==> src/rtl/instr_mem_init_responder.sv <==
// -----------------------------------------------------------------------------
// instr_mem_init_responder
//
// Responder end of the instruction-initialize interface. While `initialize` is
// high, address/data pairs are written into a word-addressed instruction RAM.
// Once loading stops, the RAM serves the CPU fetch port with a 1-cycle
// registered read. A valid/ready readback stream lets a host dump words
// 0..max_index.
//
// Ports
//   clk, rst                        clock (rising edge), async active-low reset
//   initialize                      high = load mode (fetch and dump blocked)
//   instruction_initialize_address  byte address of the word to write
//   instruction_initialize_data     instruction word to write
//   fetch_addr / fetch_instr        CPU fetch, 1-cycle registered read
//   cpu_run                         program loaded and error-free
//   load_done                       1-cycle pulse on leaving load mode
//   max_index                       highest word index written this load
//   err_misaligned, err_range       sticky load-address error flags
//   dump_start                      request to stream words 0..max_index
//   dump_valid/ready/data/index     readback stream
// -----------------------------------------------------------------------------
module instr_mem_init_responder #(
  parameter int DEPTH = 64,
  parameter int AW    = 6
) (
  input  logic          clk,
  input  logic          rst,
  input  logic          initialize,
  input  logic [31:0]   instruction_initialize_address,
  input  logic [31:0]   instruction_initialize_data,
  input  logic [31:0]   fetch_addr,
  output logic [31:0]   fetch_instr,
  output logic          cpu_run,
  output logic          load_done,
  output logic [AW-1:0] max_index,
  output logic          err_misaligned,
  output logic          err_range,
  input  logic          dump_start,
  output logic          dump_valid,
  input  logic          dump_ready,
  output logic [31:0]   dump_data,
  output logic [AW-1:0] dump_index
);

  typedef enum logic [1:0] {
    S_IDLE,
    S_LOAD,
    S_RUN,
    S_DUMP
  } state_t;

  state_t r_state;
  state_t w_next_state;

  logic [31:0]   r_mem [DEPTH];

  logic          r_written;
  logic          r_err_mis;
  logic          r_err_rng;
  logic [AW-1:0] r_max_index;
  logic [31:0]   r_fetch_instr;
  logic          r_dump_valid;
  logic [31:0]   r_dump_data;
  logic [AW-1:0] r_dump_index;

  logic          w_mis;
  logic          w_rng;
  logic          w_load_cycle;
  logic          w_wr_en;
  logic          w_enter_load;
  logic          w_dump_go;
  logic          w_dump_first;
  logic          w_dump_xfer;
  logic          w_dump_last;
  logic [AW-1:0] w_wr_index;
  logic [AW-1:0] w_fetch_index;
  logic [AW-1:0] w_dump_rd_index;

  // Load address decode: anything at or above DEPTH*4 bytes is out of range.
  assign w_mis        = |instruction_initialize_address[1:0];
  assign w_rng        = |instruction_initialize_address[31:AW+2];
  assign w_wr_index   = instruction_initialize_address[AW+1:2];
  assign w_load_cycle = (r_state == S_LOAD) && initialize;
  assign w_wr_en      = w_load_cycle && !w_mis && !w_rng;

  // The first cycle of initialize (from any other state) only clears status;
  // writes happen on the following LOAD cycles.
  assign w_enter_load = initialize && (r_state != S_LOAD);

  // initialize wins over dump_start; an empty or fresh load cannot be dumped.
  assign w_dump_go    = dump_start && !initialize && r_written &&
                        ((r_state == S_RUN) || (r_state == S_IDLE));

  // First DUMP cycle performs the read of word 0; afterwards each accepted
  // word immediately fetches the next one so the stream has no bubbles.
  assign w_dump_first = (r_state == S_DUMP) && !r_dump_valid;
  assign w_dump_xfer  = (r_state == S_DUMP) && r_dump_valid && dump_ready && !initialize;
  assign w_dump_last  = w_dump_xfer && (r_dump_index == r_max_index);
  assign w_dump_rd_index = w_dump_first ? '0 : r_dump_index + AW'(1);

  assign w_fetch_index = fetch_addr[AW+1:2];

  // ---------------------------------------------------------------------------
  // FSM
  // ---------------------------------------------------------------------------
  always_ff @(posedge clk or negedge rst) begin
    if (!rst) begin
      r_state <= S_IDLE;
    end else begin
      // NOTE: clocked state uses non-blocking assignments so every flop
      // samples the pre-edge values regardless of block ordering.
      r_state <= w_next_state;
    end
  end

  always_comb begin
    // NOTE: default first so no path leaves w_next_state unassigned (no latch).
    w_next_state = r_state;
    unique case (r_state)
      S_IDLE: begin
        if (initialize)     w_next_state = S_LOAD;
        else if (w_dump_go) w_next_state = S_DUMP;
      end
      S_LOAD: begin
        if (!initialize)    w_next_state = S_RUN;
      end
      S_RUN: begin
        if (initialize)     w_next_state = S_LOAD;
        else if (w_dump_go) w_next_state = S_DUMP;
      end
      S_DUMP: begin
        if (initialize)       w_next_state = S_LOAD;
        else if (w_dump_last) w_next_state = S_RUN;
      end
      default: w_next_state = S_IDLE;
    endcase
  end

  // ---------------------------------------------------------------------------
  // Load status
  // ---------------------------------------------------------------------------
  always_ff @(posedge clk or negedge rst) begin
    if (!rst) begin
      r_written   <= 1'b0;
      r_err_mis   <= 1'b0;
      r_err_rng   <= 1'b0;
      r_max_index <= '0;
    end else if (w_enter_load) begin
      r_written   <= 1'b0;
      r_err_mis   <= 1'b0;
      r_err_rng   <= 1'b0;
      r_max_index <= '0;
    end else if (w_load_cycle) begin
      if (w_mis) r_err_mis <= 1'b1;
      if (w_rng) r_err_rng <= 1'b1;
      if (w_wr_en) begin
        r_written <= 1'b1;
        if (w_wr_index > r_max_index) r_max_index <= w_wr_index;
      end
    end
  end

  // ---------------------------------------------------------------------------
  // Instruction RAM
  // ---------------------------------------------------------------------------
  // NOTE: the array has no reset so it maps onto RAM primitives; a loaded
  // program survives rst.
  always_ff @(posedge clk) begin
    if (w_wr_en) r_mem[w_wr_index] <= instruction_initialize_data;
  end

  always_ff @(posedge clk or negedge rst) begin
    if (!rst) r_fetch_instr <= '0;
    else      r_fetch_instr <= r_mem[w_fetch_index];
  end

  // ---------------------------------------------------------------------------
  // Dump stream
  // ---------------------------------------------------------------------------
  always_ff @(posedge clk or negedge rst) begin
    if (!rst) begin
      r_dump_valid <= 1'b0;
      r_dump_data  <= '0;
      r_dump_index <= '0;
    end else if (initialize || (r_state != S_DUMP)) begin
      r_dump_valid <= 1'b0;
      if (w_dump_go) r_dump_index <= '0;
    end else if (w_dump_first || (w_dump_xfer && !w_dump_last)) begin
      r_dump_valid <= 1'b1;
      r_dump_data  <= r_mem[w_dump_rd_index];
      r_dump_index <= w_dump_rd_index;
    end else if (w_dump_last) begin
      r_dump_valid <= 1'b0;
    end
  end

  // ---------------------------------------------------------------------------
  // Outputs (initialize gates run/valid in the same cycle it rises)
  // ---------------------------------------------------------------------------
  assign fetch_instr    = ((r_state == S_LOAD) || (r_state == S_DUMP)) ? '0 : r_fetch_instr;
  assign cpu_run        = (r_state == S_RUN) && !initialize && r_written &&
                          !r_err_mis && !r_err_rng;
  assign load_done      = (r_state == S_LOAD) && !initialize;
  assign max_index      = r_max_index;
  assign err_misaligned = r_err_mis;
  assign err_range      = r_err_rng;
  assign dump_valid     = r_dump_valid && (r_state == S_DUMP) && !initialize;
  assign dump_data      = r_dump_data;
  assign dump_index     = r_dump_index;

endmodule

==> config.mk <==
export PLATFORM = sky130hd
export DESIGN_NAME = instr_mem_init_responder
export DESIGN_NICKNAME = d
export VERILOG_FILES = /design/src/rtl/instr_mem_init_responder.sv
export SDC_FILE = /design/constraint.sdc
export NUM_CORES = 2
export LEC_CHECK = 0
export ABC_AREA = 0
export BUFFER_PORTS_ARGS = -buffer_cell sky130_fd_sc_hd__clkbuf_2
export CAP_MARGIN = 20
export CORE_UTILIZATION = 41
export DETAILED_ROUTE_END_ITERATION = 7
export PLACE_DENSITY_LB_ADDON = 0.05
export SYNTH_ARGS = -nofsm -noshare
export SYNTH_HDL_FRONTEND = slang
export SYNTH_SLANG_ARGS = --single-unit
==> constraint.sdc <==
create_clock -name clk -period 4.3 [get_ports clk]
set_input_delay 0.645 -clock clk [delete_from_list [all_inputs] [get_ports clk]]
set_output_delay 0.645 -clock clk [all_outputs]
set_load 0.01 [all_outputs]
# Yosys cells after proc, flatten, opt, wreduce, memory -nomap -nowiden
# Memories as Yosys holds them, arrays and structs flattened. A register that Yosys moved wholly into a read port is not among the register bits.
# Index checks and enable logic that the tools add are counted.
# classes
add_sub_neg,1
magnitude_cmp,1
eq_ne,10
n_mux,29
n_bitwise,1
n_reduce_logical,50
# op_table
operator,n
two-way mux 6 bit,8
two-way mux 32 bit,1
OR reduction 24 bit,1
logical AND 1 bit,19
two-way mux 1 bit,14
nonzero test 2 bit,6
two-way mux 2 bit,5
AND reduction 2 bit,5
zero test 1 bit,9
adder 6 x 1 -> 6 bit (second input constant),1
equality test 6 bit,1
greater-than comparator 6 bit,1
inequality test 2 bit (second input constant),3
case mux 2 bit (3 select lines),1
AND reduction 3 bit,2
equality test 2 bit (second input constant),2
logical OR 1 bit,4
OR reduction 2 bit,2
inequality test 3 x 1 -> 1 bit (second input constant),1
inequality test 3 bit (second input constant),1
nonzero test 3 bit,1
equality test 2 x 1 -> 1 bit (second input constant),1
zero test 2 bit,1
inequality test 2 x 1 -> 1 bit (second input constant),1
inverter 1 bit,1
# totals
register_bits,18
mem_bits_rw,2048
in_bits,101
out_inout_bits,81
elab_cells,100
n_memories,1
# memory_table
memory,words,width,read_ports,rd_clocked_by_memory_dff,write_ports,line,source
r_mem,64,32,2,2,1,56,logic [31:0] r_mem [DEPTH];

# Logic depth before layout (Yosys ltp)
# depth
depth_word,10
mapped_depth,13

# Worst setup path before layout
# No wires, ideal clock.
# synth_path
kind,input to register
start,in instruction_initialize_address[27]
end,mem r_mem[55][0] (enable)
setup_time_ps,421
arrival_time_ps,3128
setup_slack_ps,751
path_stages,7
cell_sequence,nor4_1 -> nand4_1 -> nor2_1 -> and3_1 -> and2_1 -> nand3_1 -> nor2_1
# synth_via
elab_chain_len,5
# synth_lines
element,line,source
start: declaration,30,"input logic [31:0] instruction_initialize_address,"
OR reduction 24 bit,82,assign w_rng = |instruction_initialize_address[31:AW+2];
zero test 1 bit,85,assign w_wr_en = w_load_cycle && !w_mis && !w_rng;
logical AND 1 bit,85,
two-way mux 1 bit,170,if (w_wr_en) r_mem[w_wr_index] <= instruction_initialize_data;
two-way mux 1 bit (not written as such),170,
end: declaration,56,
# Every way passes these cells.

# Final worst setup path
# layout_path
start,reg r_dump_index[0] (netlist: dump_index[0])
end,"reg r_dump_data[25] (netlist: dump_data[25]), read port of r_mem"
# layout_via
elab_chain_len,6
elab_cells_between_ends,8
classes_between,add/sub (1); eq/ne (1); mux (1); reduce/logical (5)
# layout_lines
element,line,source
start: declaration,65,logic [AW-1:0] r_dump_index;
start signal: assignment,192,r_dump_index <= w_dump_rd_index;
"parallel branches: the longest is 6 deep, another holds adder 6 x 1 -> 6 bit",n/a,
end: declaration,64,logic [31:0] r_dump_data;
# Several ways; the timed one is not identified.
# A chain may end at the register's enable or synchronous reset.

==> impl_metrics.py <==
metrics = {
    "place": {
        "gpl.final_weighted_congestion": 0.8587,
        "dp_slack_ns": 0.6072,
        "hpwlAfterDp_um": 221000,
        "place.port_buffers": 155,
    },
    "drt": {
        "routed_wire_length_per_instance_um": 40.54,
        "antenna_left": 0,
        "drt-total-wl_um": 376700,
        "drt-vias-per-instance": 6.642,
        "vias": 61720,
        "first_pass_detailed_route_iteration_total": 8,
        "drtIter0Drc": 8097,
        "route.detailed.drc": 3,
    },
    "synth": {
        "synth.cell_area_mm2": 0.09848,
        "synth_seq_cells": 2130,
        "post-synth-top-area-fraction": 0.6245,
        "dominantRegCellSynth": "sky130_fd_sc_hd__edfxtp_1",
        "synthDistinctLibCells": 64,
        "synth.top_cells.by_area": "sky130_fd_sc_hd__edfxtp_1 (62%), sky130_fd_sc_hd__mux4_2 (19%), sky130_fd_sc_hd__mux2i_1 (2.6%)",
        "synth_fp_nets": 5704,
        "asyncSetResetFlopFracSynth": 0.03850,
        "mean_cell_area_of_the_mapped_netlist_um2": 17.60,
        "post_synth_edffs": 2048,
        "synth-seq-area-share": 0.6453,
        "syn_inst": 5596,
        "synth.largest_area_cell": "sky130_fd_sc_hd__edfxtp_1",
        "ys_warn_count": 0,
    },
    "timing": {
        "timing_hold_violations_final": 0,
        "rsz0062_at_grt": "no",
        "finalSetupTns_ns": 0,
        "fmaxAchievable_ghz": 0.2715,
        "final.setup.worst_slack_ns": 0.6171,
        "setup_viol": 0,
        "drv_slew": 0,
        "worst_slew_margin_rel": 0.2717,
        "worstMarginPinSlew_ns": 1.090,
        "finalWorstPathRequiredPeriod_ns": 3.683,
        "final_min_period_over_clock_period": 0.8565,
        "skew_ns": 0.03105,
    },
    "setup_path": {
        "worst-path-max-fanout": 30,
        "worstPathBufferInverterCount": 2,
        "crit-reg2reg-launch": "dump_index[0]",
        "worstSetupEndpointType": "register",
        "cp-start-kind": "register",
        "cpLargestDelayFamily": "buffers and inverters",
        "cpPeakStageDelay_ns": 0.51,
        "worst_ep_arrival_time_ns": 4.40,
        "crit_slowest_cell": "sky130_fd_sc_hd__o211ai_1",
        "worstPathRequired_ns": 5.02,
        "worst_r2r_endpoint": "dump_data[25]",
        "r2r_slack_ns": 0.62,
        "type_of_the_worst_setup_path": "reg2reg",
        "worstPathCellList": "ha_1, xnor2_4, nor2_4, buf_12, buf_4, mux4_2, nor2_1, o31ai_1, o211ai_1, nand4_1",
        "worstRegToRegCells": 10,
    },
    "floorplanning": {
        "num_io_pins": 182,
        "die_height_um": 492.1,
        "start_util": 0.4133,
        "placement_rows": 179,
        "die_width_um": 492.1,
        "core_area_mm2": 0.2383,
        "die_area_mm2": 0.2422,
    },
    "worst_hold_path": {
        "whs_endpoint": "r_dump_valid",
        "timing.hold.worst_path_depth": 2,
        "holdCritPathClass": "in2reg",
        "hold_path.startpoint": "dump_ready",
    },
    "run_status": {
        "status": "finished with violations",
        "violations": "design-rule violations",
    },
    "power_and_ir_drop": {
        "p_int_w": 0.03558,
        "power-per-cell-area_mw_per_mm2": 405.0,
        "switching_share": 0.2282,
        "leakage_nw": 35.57,
        "netSwitchingPower_w": 0.01052,
        "combinational_cell_fraction_of_total_power": 0.066,
        "peak_vdd_ir_mv": 0.3419,
        "power.sequential.fraction": 0.499,
        "power.clock.fraction": 0.435,
    },
    "clock_tree": {
        "tritoncts.num_buffers": 231,
        "cts.reportedPaths.clkPinSlew_ns": 0.06,
        "h-tree-depth": 4,
        "cts_tree": "built",
        "cts_buffer_depth": 3,
        "clock_root_buffer": "sky130_fd_sc_hd__clkbuf_16",
        "cts_sinks": 2130,
        "clk-insertion-delay-late_ns": 0.87,
        "post-cts-setup-buffer-count": 0,
    },
    "global_routing": {
        "gr-total-overflow": 0,
        "number_of_global_route_vias_before_repair": 61450,
        "grt_antenna_before_repair": 46,
        "maximum_number_of_pins_on_one_net_before_global_route_repair": 96,
        "grt_pass1_wl_um": 512900,
        "grt_usage": 0.3087,
    },
    "final_layout": {
        "layout.cells.most_common_list": "sky130_fd_sc_hd__edfxtp_1 (2048), sky130_fd_sc_hd__mux4_2 (812), sky130_fd_sc_hd__nand2_1 (387)",
        "syn_to_final_growth_pct": 15.57,
        "drive_above_1_share": 0.3126,
        "layout.cells.most_common": "sky130_fd_sc_hd__edfxtp_1",
        "finalNetCount": 6005,
    },
    "flow_run": {
        "max_cap_violations": 0,
    },
}
[metrics by stage]
step / instance area [µm²] / power [W] / utilization / hold WS, ns / std cells
detailed placement: 106100 / 0.02647 / 0.4454 / 0.5181 / 8828
floorplan: 98480 / 0.02491 / - / 0.3494 / 5596
global placement: 106100 / 0.02646 / 0.4454 / 0.5095 / 8828
global route: 113800 / 0.04722 / 0.4775 / 0.07466 / 9282
CTS: 113700 / 0.04637 / 0.4772 / 0.03842 / 9265
finish: 113800 / 0.04610 / 0.4776 / 0.1061 / 9292
[Yosys cell counts, drive strengths merged (10+ instances only)]
master and n:
mux4 812, clkbuf 239, o211ai 18, a21o 50
a211oi 76, mux2i 256, nand4 37, nor2b 107
nand3 37, nand2b 22, a22o 28, a211o 29
a31oi 137, and3 22, mux2 124, dfrtp 82
o22ai 20, a22oi 52, edfxtp 2048, o221ai 145
a32o 12, nor2 104, nand2 393, o21ai 210
buf 216, a21oi 157, o31ai 31, nor4 15
o31a 12, inv 10
[cells by family (layout without fill, tap and decap cells)]
| family | after synthesis | count (layout) | share of synthesized area |
|---|---|---|---|
| flops | 2130 | 2130 | 0.6453 |
| mux | 1192 | 1192 | 0.2259 |
| compound gates | 1023 | 1023 | 0.07032 |
| simple gates | 769 | 769 | 0.03612 |
| buf+inv | 467 | 971 | 0.02059 |
| xor+xnor | 8 | 8 | 0.0008640 |
| fa+ha+maj | 7 | 7 | 0.0008893 |
| other cells | 0 | 25 | 0 |
[metal layers]
layer	share of wire	wire length, µm	up-vias	global-route usage
li1	-	-	24240	-
met1	0.40	152000	33440	0.4244
met2	0.47	175300	3356	0.4798
met3	0.088	33280	673	0.06435
met4	0.042	16000	16	0.1253
met5	0.00027	103	-	0
[timing repair]
| action | CTS | global route |
|---|---|---|
| hold endpoints to repair | 37 | 0 |
| resized for setup | 0 | 0 |
| hold buffers | 1 | 0 |
| endpoints found under the setup margin | 0 | 0 |
[layout make-up]
type / count / area, µm²
Clock inverter: 132 / 1202
Multi-Input combinational cell: 2999 / 33540
Sequential cell: 2130 / 63560
Clock buffer: 304 / 6361
Timing Repair Buffer: 523 / 5084
Inverter: 12 / 45.04
Tap cell: 3167 / 3963
Antenna cell: 25 / 62.56
Fill cell: 20120 / 124500
[state kept, by name, indices dropped and copies added, names as in the netlist]
register / flops
r_fetch_instr: 32
r_written: 1
max_index: 6
dump_data: 32
dump_index: 6
err_range: 1
r_dump_valid: 1
r_mem: 2048
err_misaligned: 1
r_state: 2
[how the worst max path moves through the flow]
stage | end | slack (ns) | depth (start not counted) | startpoint
floorplan | r_mem[55][0] | 0.75 | 7 | instruction_initialize_address[27]
global route | dump_data[25] | 0.51 | 10 | dump_index[0]
global placement | r_mem[52][15] | 0.66 | 10 | instruction_initialize_address[20]
finish | dump_data[25] | 0.62 | 10 | dump_index[0]
CTS | dump_data[15] | 0.62 | 9 | dump_index[0]
detailed placement | r_mem[52][15] | 0.61 | 10 | instruction_initialize_address[21]
[power by group through the flow]
stage               clock network, W  logic (W)  registers (W)
global placement                   0    0.00302         0.0234
finish                        0.0200    0.00305         0.0230
CTS                           0.0203    0.00303         0.0230
detailed placement                 0    0.00303         0.0234
global route                  0.0210    0.00318         0.0230
floorplan                          0    0.00154         0.0234
(Power assumes the default switching activity.)
